## config.mk

```make
export PLATFORM = sky130hd
export DESIGN_NAME = carry_sel_sequencer
export DESIGN_NICKNAME = d
export VERILOG_FILES = /design/src/rtl/dsp_ctrl_pkg.sv /design/src/rtl/carry_seq_counter.sv /design/src/rtl/carry_sel_sequencer.sv
export SDC_FILE = /design/constraint.sdc
export NUM_CORES = 1
export LEC_CHECK = 0
export BUFFER_PORTS_ARGS = -buffer_cell sky130_fd_sc_hd__buf_4
export CORE_UTILIZATION = 52
export CTS_BUF_LIST = sky130_fd_sc_hd__clkbuf_8
export DETAILED_ROUTE_END_ITERATION = 16
export GPL_ROUTABILITY_DRIVEN = 0
export PLACE_DENSITY = 0.91
export SETUP_SLACK_MARGIN = 0.4
export SYNTH_ARGS = -nofsm -noshare
export SYNTH_HDL_FRONTEND = slang
export SYNTH_SLANG_ARGS = --single-unit
```

## constraint.sdc

```tcl
create_clock -name CLK -period 1.9 [get_ports CLK]
set_input_delay 0.19 -clock CLK [delete_from_list [all_inputs] [get_ports CLK]]
set_output_delay 0.19 -clock CLK [all_outputs]
set_load 0.01 [all_outputs]
```

## src/rtl/dsp_ctrl_pkg.sv

```systemverilog
// -----------------------------------------------------------------------------
// dsp_ctrl_pkg
//   Shared definitions for the DSP slice carry-in sequencer:
//     - op-code encodings presented on OP_CODE
//     - CARRYINSEL encodings understood by the slice carry-in mux
//     - FSM state encoding (also exported on the debug state output)
//     - helper mapping an op code to the select used for its first word
// -----------------------------------------------------------------------------
package dsp_ctrl_pkg;

  // Op codes
  localparam logic [1:0] OP_SINGLE  = 2'b00;
  localparam logic [1:0] OP_WIDE    = 2'b01;
  localparam logic [1:0] OP_ROUND   = 2'b10;
  localparam logic [1:0] OP_CASCADE = 2'b11;

  // CARRYINSEL encodings
  localparam logic [2:0] SEL_CARRYIN = 3'b000;  // fabric CARRYIN
  localparam logic [2:0] SEL_PCIN_N  = 3'b001;  // ~PCIN[MSB]
  localparam logic [2:0] SEL_CASCIN  = 3'b010;  // CARRYCASCIN from neighbour slice
  localparam logic [2:0] SEL_PCIN    = 3'b011;  // PCIN[MSB]
  localparam logic [2:0] SEL_CASCOUT = 3'b100;  // own CARRYCASCOUT fed back
  localparam logic [2:0] SEL_P_N     = 3'b101;  // ~P[MSB]
  localparam logic [2:0] SEL_ROUND   = 3'b110;  // rounding constant from multiplier signs
  localparam logic [2:0] SEL_P       = 3'b111;  // P[MSB]

  typedef enum logic [2:0] {
    ST_IDLE  = 3'd0,
    ST_CLEAR = 3'd1,
    ST_ISSUE = 3'd2,
    ST_DRAIN = 3'd3,
    ST_DONE  = 3'd4
  } state_t;

  // Select for word 0 of an op. WIDE words after the first switch to
  // SEL_CASCOUT; that is handled in the sequencer, not here.
  function automatic logic [2:0] first_word_sel(input logic [1:0] op);
    logic [2:0] sel;
    case (op)
      OP_ROUND:   sel = SEL_ROUND;
      OP_CASCADE: sel = SEL_CASCIN;
      default:    sel = SEL_CARRYIN;
    endcase
    return sel;
  endfunction

endpackage

```

## src/rtl/carry_seq_counter.sv

```systemverilog
// -----------------------------------------------------------------------------
// carry_seq_counter
//   Loadable down-counter with a terminal (zero) flag. Holds at zero rather
//   than wrapping, so a late decrement can never restart a sequence.
// Ports
//   CLK       in   1  clock, rising edge
//   RST       in   1  synchronous active-high reset (count -> 0)
//   load      in   1  load load_val (has priority over dec)
//   load_val  in   W  value to load
//   dec       in   1  decrement by one when count is non-zero
//   count     out  W  current count
//   term      out  1  count == 0
// -----------------------------------------------------------------------------
module carry_seq_counter #(
  parameter int W = 3
) (
  input  logic         CLK,
  input  logic         RST,
  input  logic         load,
  input  logic [W-1:0] load_val,
  input  logic         dec,
  output logic [W-1:0] count,
  output logic         term
);

  always_ff @(posedge CLK) begin
    if (RST) begin
      count <= '0;
    end else if (load) begin
      count <= load_val;
    end else if (dec && (count != '0)) begin
      count <= count - W'(1);
    end
  end

  assign term = (count == '0);

endmodule

```

## src/rtl/carry_sel_sequencer.sv

```systemverilog
// -----------------------------------------------------------------------------
// carry_sel_sequencer
//   Sequences the carry-in path of one DSP slice for single and multi-word
//   ops. An op is taken over a valid/ready handshake, the carry-in select and
//   register enables are driven word by word, the M/P pipeline is waited out,
//   and DONE pulses once when the result sits on P.
//
// Optional feature: macro CARRY_SEQ_STALL_EN adds input STALL. While STALL=1
//   in ISSUE or DRAIN all CE* are 0 and the FSM/counters freeze. Without the
//   macro there is no STALL port and sequencing never pauses.
//
// Handshake: an op transfers on a rising CLK edge where OP_VALID & OP_READY.
//   OP_READY is high only in IDLE (and low while RST is high). OP_CODE,
//   OP_WORDS and OP_CLR are sampled on that edge only; they are don't-care
//   at all other times.
//
// Ports
//   CLK            in   1      clock, rising edge
//   RST            in   1      synchronous active-high reset
//   STALL          in   1      pause ISSUE/DRAIN (CARRY_SEQ_STALL_EN only)
//   OP_VALID       in   1      op request
//   OP_READY       out  1      controller can accept an op
//   OP_CODE        in   2      00 SINGLE, 01 WIDE, 10 ROUND, 11 CASCADE
//   OP_WORDS       in   CNT_W  word count minus 1 (WIDE only)
//   OP_CLR         in   1      clear carry/round registers before issue
//   ABORT          in   1      terminate the current op
//   CARRYINSEL     out  3      carry-in mux select to the slice
//   CECARRYIN      out  1      carry-in register enable
//   CEM            out  1      M/round register enable
//   CEP            out  1      P register enable
//   RSTALLCARRYIN  out  1      carry/round register reset
//   BUSY           out  1      op in progress (CLEAR, ISSUE, DRAIN)
//   DONE           out  1      one-cycle pulse when the result is valid on P
//   dbg_state      out  3      current FSM state
//   dbg_word_cnt   out  CNT_W  words remaining after the current one
//   dbg_drain_cnt  out  2      drain cycles remaining after the current one
// -----------------------------------------------------------------------------
module carry_sel_sequencer
  import dsp_ctrl_pkg::*;
#(
  parameter int MREG     = 1,
  parameter int PREG     = 1,
  parameter int MAXWORDS = 8,
  parameter int CNT_W    = 3
) (
  input  logic             CLK,
  input  logic             RST,
`ifdef CARRY_SEQ_STALL_EN
  input  logic             STALL,
`endif
  input  logic             OP_VALID,
  output logic             OP_READY,
  input  logic [1:0]       OP_CODE,
  input  logic [CNT_W-1:0] OP_WORDS,
  input  logic             OP_CLR,
  input  logic             ABORT,
  output logic [2:0]       CARRYINSEL,
  output logic             CECARRYIN,
  output logic             CEM,
  output logic             CEP,
  output logic             RSTALLCARRYIN,
  output logic             BUSY,
  output logic             DONE,
  output state_t           dbg_state,
  output logic [CNT_W-1:0] dbg_word_cnt,
  output logic [1:0]       dbg_drain_cnt
);

  // Pipeline depth between the carry-in/M stage and P.
  localparam int               L_DRAIN    = MREG + PREG;
  localparam logic [1:0]       DRAIN_LAST = (L_DRAIN > 0) ? 2'(L_DRAIN - 1) : 2'd0;
  localparam logic [CNT_W-1:0] LAST_MAX   = CNT_W'(MAXWORDS - 1);

  state_t           state_q, state_d;
  logic [1:0]       op_q;
  logic [CNT_W-1:0] last_q;        // index of the last word of the op
  logic [2:0]       sel_q;         // select of the most recently issued word
  logic [CNT_W-1:0] words_last_in;
  logic [CNT_W-1:0] word_cnt;
  logic             word_term;
  logic [1:0]       drain_cnt;
  logic             drain_term;
  logic             first_word;
  logic [2:0]       issue_sel;
  logic             stall;

  logic             accept;
  logic             word_dec;
  logic             drain_load;
  logic             drain_dec;
  logic             op_ready;
  logic             busy;
  logic             done;
  logic             ce_carryin;
  logic             ce_m;
  logic             ce_p;
  logic             rst_all;
  logic [2:0]       carryin_sel;

`ifdef CARRY_SEQ_STALL_EN
  assign stall = STALL;
`else
  assign stall = 1'b0;
`endif

  // Last-word index for the incoming op: only WIDE uses OP_WORDS, and an
  // out-of-range count saturates at MAXWORDS-1 instead of wrapping.
  always_comb begin
    words_last_in = '0;
    if (OP_CODE == OP_WIDE) begin
      words_last_in = (32'(OP_WORDS) >= 32'(MAXWORDS)) ? LAST_MAX : OP_WORDS;
    end
  end

  // The word counter runs down from last_q to 0, so word 0 is the cycle
  // where the count still equals the loaded value.
  assign first_word = (word_cnt == last_q);

  always_comb begin
    issue_sel = first_word_sel(op_q);
    if ((op_q == OP_WIDE) && !first_word) begin
      issue_sel = SEL_CASCOUT;
    end
  end

  carry_seq_counter #(.W(CNT_W)) u_word_cnt (
    .CLK      (CLK),
    .RST      (RST),
    .load     (accept),
    .load_val (words_last_in),
    .dec      (word_dec),
    .count    (word_cnt),
    .term     (word_term)
  );

  carry_seq_counter #(.W(2)) u_drain_cnt (
    .CLK      (CLK),
    .RST      (RST),
    .load     (drain_load),
    .load_val (DRAIN_LAST),
    .dec      (drain_dec),
    .count    (drain_cnt),
    .term     (drain_term)
  );

  always_ff @(posedge CLK) begin
    if (RST) begin
      state_q <= ST_IDLE;
      op_q    <= OP_SINGLE;
      last_q  <= '0;
      sel_q   <= SEL_CARRYIN;
    end else begin
      state_q <= state_d;
      if (accept) begin
        op_q   <= OP_CODE;
        last_q <= words_last_in;
      end
      if (word_dec) begin
        sel_q <= issue_sel;
      end
    end
  end

  always_comb begin
    state_d     = state_q;
    op_ready    = 1'b0;
    busy        = 1'b0;
    done        = 1'b0;
    ce_carryin  = 1'b0;
    ce_m        = 1'b0;
    ce_p        = 1'b0;
    rst_all     = 1'b0;
    carryin_sel = SEL_CARRYIN;
    accept      = 1'b0;
    word_dec    = 1'b0;
    drain_load  = 1'b0;
    drain_dec   = 1'b0;

    unique case (state_q)
      ST_IDLE: begin
        op_ready = 1'b1;
        if (OP_VALID) begin
          accept  = 1'b1;
          state_d = OP_CLR ? ST_CLEAR : ST_ISSUE;
        end
      end

      ST_CLEAR: begin
        busy    = 1'b1;
        rst_all = 1'b1;
        state_d = ST_ISSUE;
      end

      ST_ISSUE: begin
        busy        = 1'b1;
        carryin_sel = issue_sel;
        if (!stall) begin
          ce_carryin = 1'b1;
          ce_m       = 1'b1;
          ce_p       = 1'b1;
          word_dec   = 1'b1;
          if (word_term) begin
            if (L_DRAIN == 0) begin
              state_d = ST_DONE;
            end else begin
              state_d    = ST_DRAIN;
              drain_load = 1'b1;
            end
          end
        end
      end

      ST_DRAIN: begin
        busy        = 1'b1;
        carryin_sel = sel_q;
        if (!stall) begin
          ce_p      = 1'b1;
          ce_m      = (MREG != 0);
          drain_dec = 1'b1;
          if (drain_term) begin
            state_d = ST_DONE;
          end
        end
      end

      ST_DONE: begin
        done    = 1'b1;
        state_d = ST_IDLE;
      end

      default: begin
        state_d = ST_IDLE;
      end
    endcase

    // Abort acts in the same cycle: the slice sees RSTALLCARRYIN on the very
    // edge that returns the FSM to IDLE, and nothing further is enabled.
    // It overrides STALL as well.
    if (ABORT && busy) begin
      state_d    = ST_IDLE;
      ce_carryin = 1'b0;
      ce_m       = 1'b0;
      ce_p       = 1'b0;
      rst_all    = 1'b1;
      word_dec   = 1'b0;
      drain_load = 1'b0;
      drain_dec  = 1'b0;
    end
  end

  // The FSM sits in IDLE during reset, so ready is masked until RST drops.
  assign OP_READY      = op_ready & ~RST;
  assign BUSY          = busy;
  assign DONE          = done;
  assign CECARRYIN     = ce_carryin;
  assign CEM           = ce_m;
  assign CEP           = ce_p;
  assign RSTALLCARRYIN = rst_all;
  assign CARRYINSEL    = carryin_sel;
  assign dbg_state     = state_q;
  assign dbg_word_cnt  = word_cnt;
  assign dbg_drain_cnt = drain_cnt;

endmodule

```

==> results.py, run 1 <==
metrics = {
    "yosys": {
        "netlist_area_um2": 937.1,
        "yosysWarnings": 0,
        "synth_top_family_by_area": "simple AND/OR/NAND/NOR gates",
        "synth_xor_xnor_area_share": 0.03738,
        "yosys.area_share.simple": 0.2670,
        "syn_area_per_cell_um2": 8.758,
        "synth_seq_area_share": 0.3204,
        "synth_mux_area_frac": 0.04539,
        "ys_types": 41,
        "ys_seq_elements": 15,
        "syn_inst": 107,
        "synth_adder_area_share": 0.04005,
        "syn-num-nets": 120,
        "synth_compound_area_frac": 0.1896,
    },
    "detailed_routing": {
        "drcViolationCount": 0,
        "drt-total-wl_um": 2308,
        "wire_per_inst_um": 14.07,
        "initialDrtViolationCount": 27,
        "ant_nets": 0,
        "first_pass_iters": 4,
        "vias_per_cell": 5.555,
        "dr_total_vias": 911,
    },
    "cts": {
        "ctsHoldBuffers": 0,
        "cts_max_path_buffers": 2,
        "cts_tree": "yes",
        "cts_root_buffer": "clkbuf_8",
        "cts.htree.levels": 1,
        "clock_latency_ns": 0.24,
        "clkTransAtPathRegs_ns": 0.06,
        "cts_made_buffers": 3,
        "clock_sinks": 15,
    },
    "floorplan": {
        "core.rowCount": 14,
        "die_x_um": 44.45,
        "dieArea_um2": 1976,
        "fp.coreArea_um2": 1594,
        "fp.dieH_um": 44.45,
        "start_util": 0.5879,
        "pin_count": 28,
    },
    "global_route": {
        "grt.busiest_layer": "met2",
        "grt_max_degree": 18,
        "grt_pass1_wl_um": 3505,
        "antenna_found_initial": 0,
        "grt_use_met3": 0.02449,
        "grtUsageTotal": 0.2407,
        "grt_overflow_total": 0,
        "met1_usage": 0.2937,
        "gr-usage-met2": 0.4471,
        "first_global_vias": 780,
    },
    "finish": {
        "fillerInstances": 105,
        "antenna_cells": 0,
        "multi_input_area_um2": 600.6,
        "drive_above_1_share": 0.4786,
        "area_growth_syn_to_layout_pct": 40.32,
        "register_area_um2": 319.1,
        "nNetsFinal": 154,
        "design_area_um2": 1315,
    },
    "power": {
        "power.internal_uw": 650.2,
        "p_per_area_nw_per_um2": 724.7,
        "power_uw": 953.0,
        "swShare": 0.3177,
        "switchingPower_uw": 302.8,
        "clock_power_share": 0.269,
        "max-vdd-ir-drop_uv": 659.2,
        "power_leakage_uw": 0.0005694,
        "p_seq_frac": 0.378,
        "combinationalPowerShare": 0.353,
    },
    "worst_setup_path": {
        "crit_required_ns": 1.71,
        "crit_fanout": 3,
        "cp_top_family": "flip-flops",
        "critPathArrivalTime_ns": 1.51,
        "end_kind": "output pin",
        "slowest_stage": "dfxtp_2",
        "cp-start-kind": "flip-flop",
        "crit_path_max_incr_delay_ns": 0.34,
        "crit_buf_inv": 1,
        "crit_type": "flip-flop to output pin",
        "cp_cell_sequence": "xor2_1 -> o31ai_1 -> mux2_4 -> a211oi_2 -> buf_4",
    },
    "worst_hold_path": {
        "hold_path_class": "primary input to flip-flop",
    },
    "placement": {
        "post-dp-hpwl_um": 1488,
        "portBuffers": 26,
        "dpl_cell_area_um2": 1131,
    },
    "sta": {
        "fin_skew_ns": 0.004130,
        "tns_ns": 0,
        "hold_violations": 0,
        "fmax_ghz": 0.5871,
        "setup_viol": 0,
        "slew_viol_final": 0,
        "rsz0062_at_grt": "yes",
        "fin_crit_ns": 1.703,
        "fin_crit_sh": 0.8964,
    },
    "flow_run": {
        "drv_cap": 0,
    },
    "status": {
        "status": "completed",
    },
}
-- cell families after synthesis --
| group | after synthesis |
|---|---|
| other cells | 1 |
| compound gates | 26 |
| flops | 15 |
| mux | 4 |
| xor+xnor | 4 |
| fa+ha+maj | 3 |
| simple gates | 38 |
| buf+inv | 16 |
-- per-layer routing --
metal / part of all wire / wire length (um) / vias up
li1: - / - / 438
met1: 0.40 / 919 / 431
met2: 0.54 / 1242 / 38
met3: 0.047 / 109 / 4
met4: 0.016 / 36 / 0
met5: 0 / 0 / -
-- area by class of cell --
type                    count  share of cell area
flip-flops and latches     15              0.2426
inverters                   7             0.01998
well taps                  24             0.02284
clock inverters             1            0.003806
repair buffers             38              0.2226
clock buffers               3             0.03140
multi-input cells          76              0.4567
-- power by group through the flow --
stage | Sequential (uW) | Combinational (uW) | Clock (uW)
after floorplan | 367 | 186 | 0
after global placement | 373 | 252 | 0
after detailed placement | 374 | 259 | 0
after CTS | 360 | 308 | 261
after global routing | 363 | 362 | 272
final | 360 | 336 | 257
-- registers in the layout, indices dropped and copies added, names as in the netlist --
name / cells
op_q: 2
last_q: 3
sel_q: 2
dbg_state: 3
u_word_cnt.count: 3
u_drain_cnt.count: 2
-- stage by stage --
stage	cells	hold WS [ns]	setup slack (ns)	util
final	164	0.1914	0.1968	0.8250
after global routing	164	0.2050	0.1279	0.8250
after CTS	162	0.1997	0.2511	0.7991
after detailed placement	151	0.4422	0.2237	0.7096
after global placement	151	0.4338	0.3192	0.7096
after floorplan	107	0.3015	0.3203	-
-- what timing repair did --
action / CTS / global route
endpoints found under the setup margin: 13 / 14
buffers inserted: 7 / 2
pin swaps: 7 / 4
resized for setup: 13 / 10
-- worst paths after layout --
check	startpoint	end	slack (ns)	cells after the start
max	u_word_cnt.count[0]$_SDFFE_PP0P_	CARRYINSEL[2]	0.20	5
min reg2reg	last_q[1]$_SDFFE_PP0P_	last_q[1]$_SDFFE_PP0P_	0.47	2
min	ABORT	dbg_state[1]$_SDFFE_PP0P_	0.19	2
max reg2reg	dbg_state[2]$_SDFFE_PP0P_	u_word_cnt.count[0]$_SDFFE_PP0P_	0.38	5
-- cells in the final DEF, fill, tap and decap left out, types with 2 or more instances in the layout --
master and count:
o21ai_0 3, mux2i_1 2, buf_4 36, nor3_1 3, dfxtp_4 4, nor3_4 2, nor2_1 6, a2111oi_2 2
dfxtp_2 3, o31ai_1 2, dfxtp_1 8, a21oi_1 10, ha_1 3, nand2_1 10, a211oi_2 2, nor4b_4 2
inv_1 6, clkbuf_8 3, xor2_1 3, buf_6 2
-- Yosys cell counts --
cell,number,share of area
conb_1,1,0.0040
o21a_1,1,0.0080
xnor2_1,1,0.0093
nand2b_1,1,0.0067
a2111oi_0,2,0.019
nand2_2,1,0.0067
or3b_4,1,0.012
mux2_2,2,0.024
nand2_1,10,0.040
nor3b_1,1,0.0080
ha_1,3,0.040
a22oi_1,1,0.0080
nor2_1,8,0.032
mux2i_1,2,0.021
clkbuf_1,4,0.016
nor3_1,4,0.021
a211oi_1,2,0.016
dfxtp_1,15,0.32
nor4b_2,1,0.016
o21ai_0,3,0.016
buf_4,2,0.016
nor3b_4,1,0.020
nor2b_1,2,0.013
or4b_4,1,0.015
nand3b_1,1,0.0080
a21oi_1,10,0.053
inv_1,7,0.028
nor3_4,1,0.017
a211oi_2,1,0.013
and3_1,1,0.0067
a21o_1,1,0.0080
o31ai_1,2,0.016
o22ai_1,1,0.0067
and2_1,1,0.0067
nand3_1,1,0.0053
xor2_1,3,0.028
nor4_1,1,0.0067
nor4b_4,1,0.025
a221oi_1,1,0.0093
buf_6,3,0.036
a2111oi_2,1,0.016
Note: power is estimated with default switching activity, not from simulation.
==> inputs of run 2 (changes only) <==
Settings changed: ABC_AREA set to 1, CORE_UTILIZATION 52 to 53, PLACE_DENSITY 0.91 to 0.92.
==> run 2 against run 1 <==
  * Hold slack worse by 0.036 ns
  * Register-to-register slack better by 0.22 ns
  * Global-route usage is 0.20 points higher
  * Die area is 0.59% higher
  * Sequential cell count stayed put
  * Total power is 49% higher
  * Critical endpoint is now CARRYINSEL[1]
  * Worst setup slack better by 0.29 ns
  * Sequential share of layout area is 0.69 points higher
  * Critical path type unchanged
  * Critical path depth is 1 higher
==> results.py, run 2 <==
metrics = {
    "yosys": {
        "synth_top_area_share": 0.3125,
        "ys_types": 22,
        "yosysWarnings": 0,
        "synthTopCellsByArea": "dfxtp_1, nand2_1, inv_1",
        "async_reset_ff_frac": 0,
        "yosysMostFrequentCell": "nand2_1",
        "ys.flop_type": "dfxtp_1",
        "netlist_area_um2": 960.9,
        "ys_seq_elements": 15,
        "syn_inst": 145,
        "syn-num-nets": 158,
        "ys_top_cells_by_count": "nand2_1, inv_1, dfxtp_1, nor2_1, nand3_1",
        "synth_seq_area_share": 0.3125,
        "synth_edf_count": 0,
        "synth_area_leader_cell": "dfxtp_1",
        "syn_area_per_cell_um2": 6.627,
    },
    "cts": {
        "clkTransAtPathRegs_ns": 0.06,
        "cts_root_buffer": "clkbuf_8",
        "cts_tree": "yes",
        "clock_sinks": 15,
        "cts_max_path_buffers": 2,
        "clock_latency_ns": 0.25,
        "cts.htree.levels": 1,
        "ctsHoldBuffers": 0,
        "cts_made_buffers": 3,
    },
    "sta": {
        "fmax_ghz": 0.7094,
        "fin_ws_ns": 0.4904,
        "fin_crit_ns": 1.410,
        "tns_ns": 0,
        "slew_viol_final": 0,
        "hold_violations": 0,
        "setup_viol": 0,
        "rsz0062_at_grt": "no",
        "fin_crit_sh": 0.7419,
        "fin_skew_ns": 0.007277,
    },
    "worst_hold_path": {
        "hold_path_class": "primary input to flip-flop",
        "min_to": "last_q[1]$_SDFFE_PP0P_",
        "hold_start": "RST",
        "hold_depth": 2,
    },
    "global_route": {
        "grt_pass1_wl_um": 3525,
        "first_global_vias": 885,
        "grt_max_degree": 12,
        "antenna_found_initial": 0,
        "grtUsageTotal": 0.2426,
        "grt_overflow_total": 0,
    },
    "finish": {
        "drive_above_1_share": 0.3584,
        "antenna_cells": 0,
        "layout_common_cells": "nand2_1, buf_4, inv_1",
        "nNetsFinal": 187,
        "fillerInstances": 134,
        "layout_commonest_cell": "nand2_1",
        "area_growth_syn_to_layout_pct": 28.39,
    },
    "power": {
        "power_leakage_uw": 0.0006150,
        "switchingPower_uw": 605.0,
        "p_per_area_nw_per_um2": 1154,
        "swShare": 0.4248,
        "clock_power_share": 0.185,
        "max-vdd-ir-drop_uv": 797.9,
        "power.internal_uw": 819.3,
        "power_uw": 1424,
        "p_seq_frac": 0.326,
        "combinationalPowerShare": 0.490,
    },
    "detailed_routing": {
        "drcViolationCount": 0,
        "highest_layer": "met4",
        "wire_per_inst_um": 10.85,
        "initialDrtViolationCount": 9,
        "first_pass_iters": 6,
        "dr_total_vias": 1000,
        "drt-total-wl_um": 2148,
        "ant_nets": 0,
        "drt-met1-wl_um": 917,
        "wl_met3_um": 115,
        "wl_met2_um": 1074,
        "vias_per_cell": 5.051,
    },
    "worst_setup_path": {
        "r2r_start": "dbg_state[1]$_SDFFE_PP0P_",
        "ff2ff_path_depth": 6,
        "critical_path.startpoint": "dbg_state[2]$_SDFFE_PP0P_",
        "critPathArrivalTime_ns": 1.22,
        "crit_required_ns": 1.71,
        "rrSetupSlack_ns": 0.60,
        "end_kind": "output pin",
        "crit_fanout": 6,
        "r2r-end": "u_word_cnt.count[1]$_SDFFE_PP0P_",
        "cp-start-kind": "flip-flop",
        "crit_type": "flip-flop to output pin",
    },
    "placement": {
        "dp_slack_ns": 0.5831,
        "post-dp-hpwl_um": 1623,
        "portBuffers": 26,
    },
    "floorplan": {
        "pin_count": 28,
        "fp.dieH_um": 44.58,
        "core.rowCount": 15,
        "dieArea_um2": 1987,
        "start_util": 0.5626,
        "die_x_um": 44.58,
        "fp.coreArea_um2": 1708,
    },
    "status": {
        "status": "completed",
    },
    "flow_run": {
        "drv_cap": 0,
    },
}
## run 2: cell type report
class | instances | area [um^2] | share of cell area
clock buffers | 3 | 41.29 | 0.03347
clock inverters | 1 | 5.005 | 0.004057
inverters | 25 | 96.34 | 0.07809
multi-input cells | 102 | 549.3 | 0.4452
flip-flops and latches | 15 | 307.8 | 0.2495
well taps | 25 | 31.28 | 0.02536
repair buffers | 27 | 202.7 | 0.1643
## run 2: how the worst max path moves through the flow
stage / end / slack, ns
after CTS: CARRYINSEL[2] / 0.43
after global routing: CARRYINSEL[1] / 0.40
after global placement: u_word_cnt.count[2]$_SDFFE_PP0P_ / 0.64
final: CARRYINSEL[1] / 0.49
after detailed placement: u_word_cnt.count[0]$_SDFFE_PP0P_ / 0.58
after floorplan: CEP / 0.58
## run 2: cells by family after synthesis
family | share of synthesized area
compound gates | 0.1003
xor+xnor | 0.009116
fa+ha+maj | 0.03907
buf+inv | 0.1211
flops | 0.3125
other cells | 0.003903
simple gates | 0.4141
## run 2: per-stage QoR
step	hold slack (ns)	instance area, um^2	cells	util
finish	0.1551	1234	198	0.7223
CTS	0.1560	1212	197	0.7099
floorplan	0.2591	960.9	145	-
global route	0.1676	1234	198	0.7223
global placement	0.4229	1165	193	0.6821
detailed placement	0.4269	1165	193	0.6821
## run 2: routing by layer
metal / up-vias / track usage
li1: 506 / -
met1: 451 / 0.2836
met2: 38 / 0.4088
met3: 5 / 0.03673
met4: 0 / 0.1576
met5: - / 0
## run 2: power by group through the flow
stage          registers [uW]  logic, uW  clock network [uW]
5_1_grt                   476        778                 279
2_1_floorplan             458        454                   0
6_report                  464        697                 263
3_5_place_dp              452        673                   0
3_3_place_gp              449        658                   0
4_1_cts                   448        679                 268
## run 2: timing repair
item,CTS,global route
buffers inserted,0,1
resized for setup,1,10
endpoints found under the setup margin,2,3
## run 2: worst max-delay path: stages (launching register included)
cell     delay [ns]
dfxtp_2        0.37
inv_4          0.10
nand3_2        0.13
inv_1          0.11
nand2_1        0.05
o21ai_0        0.06
buf_4          0.14
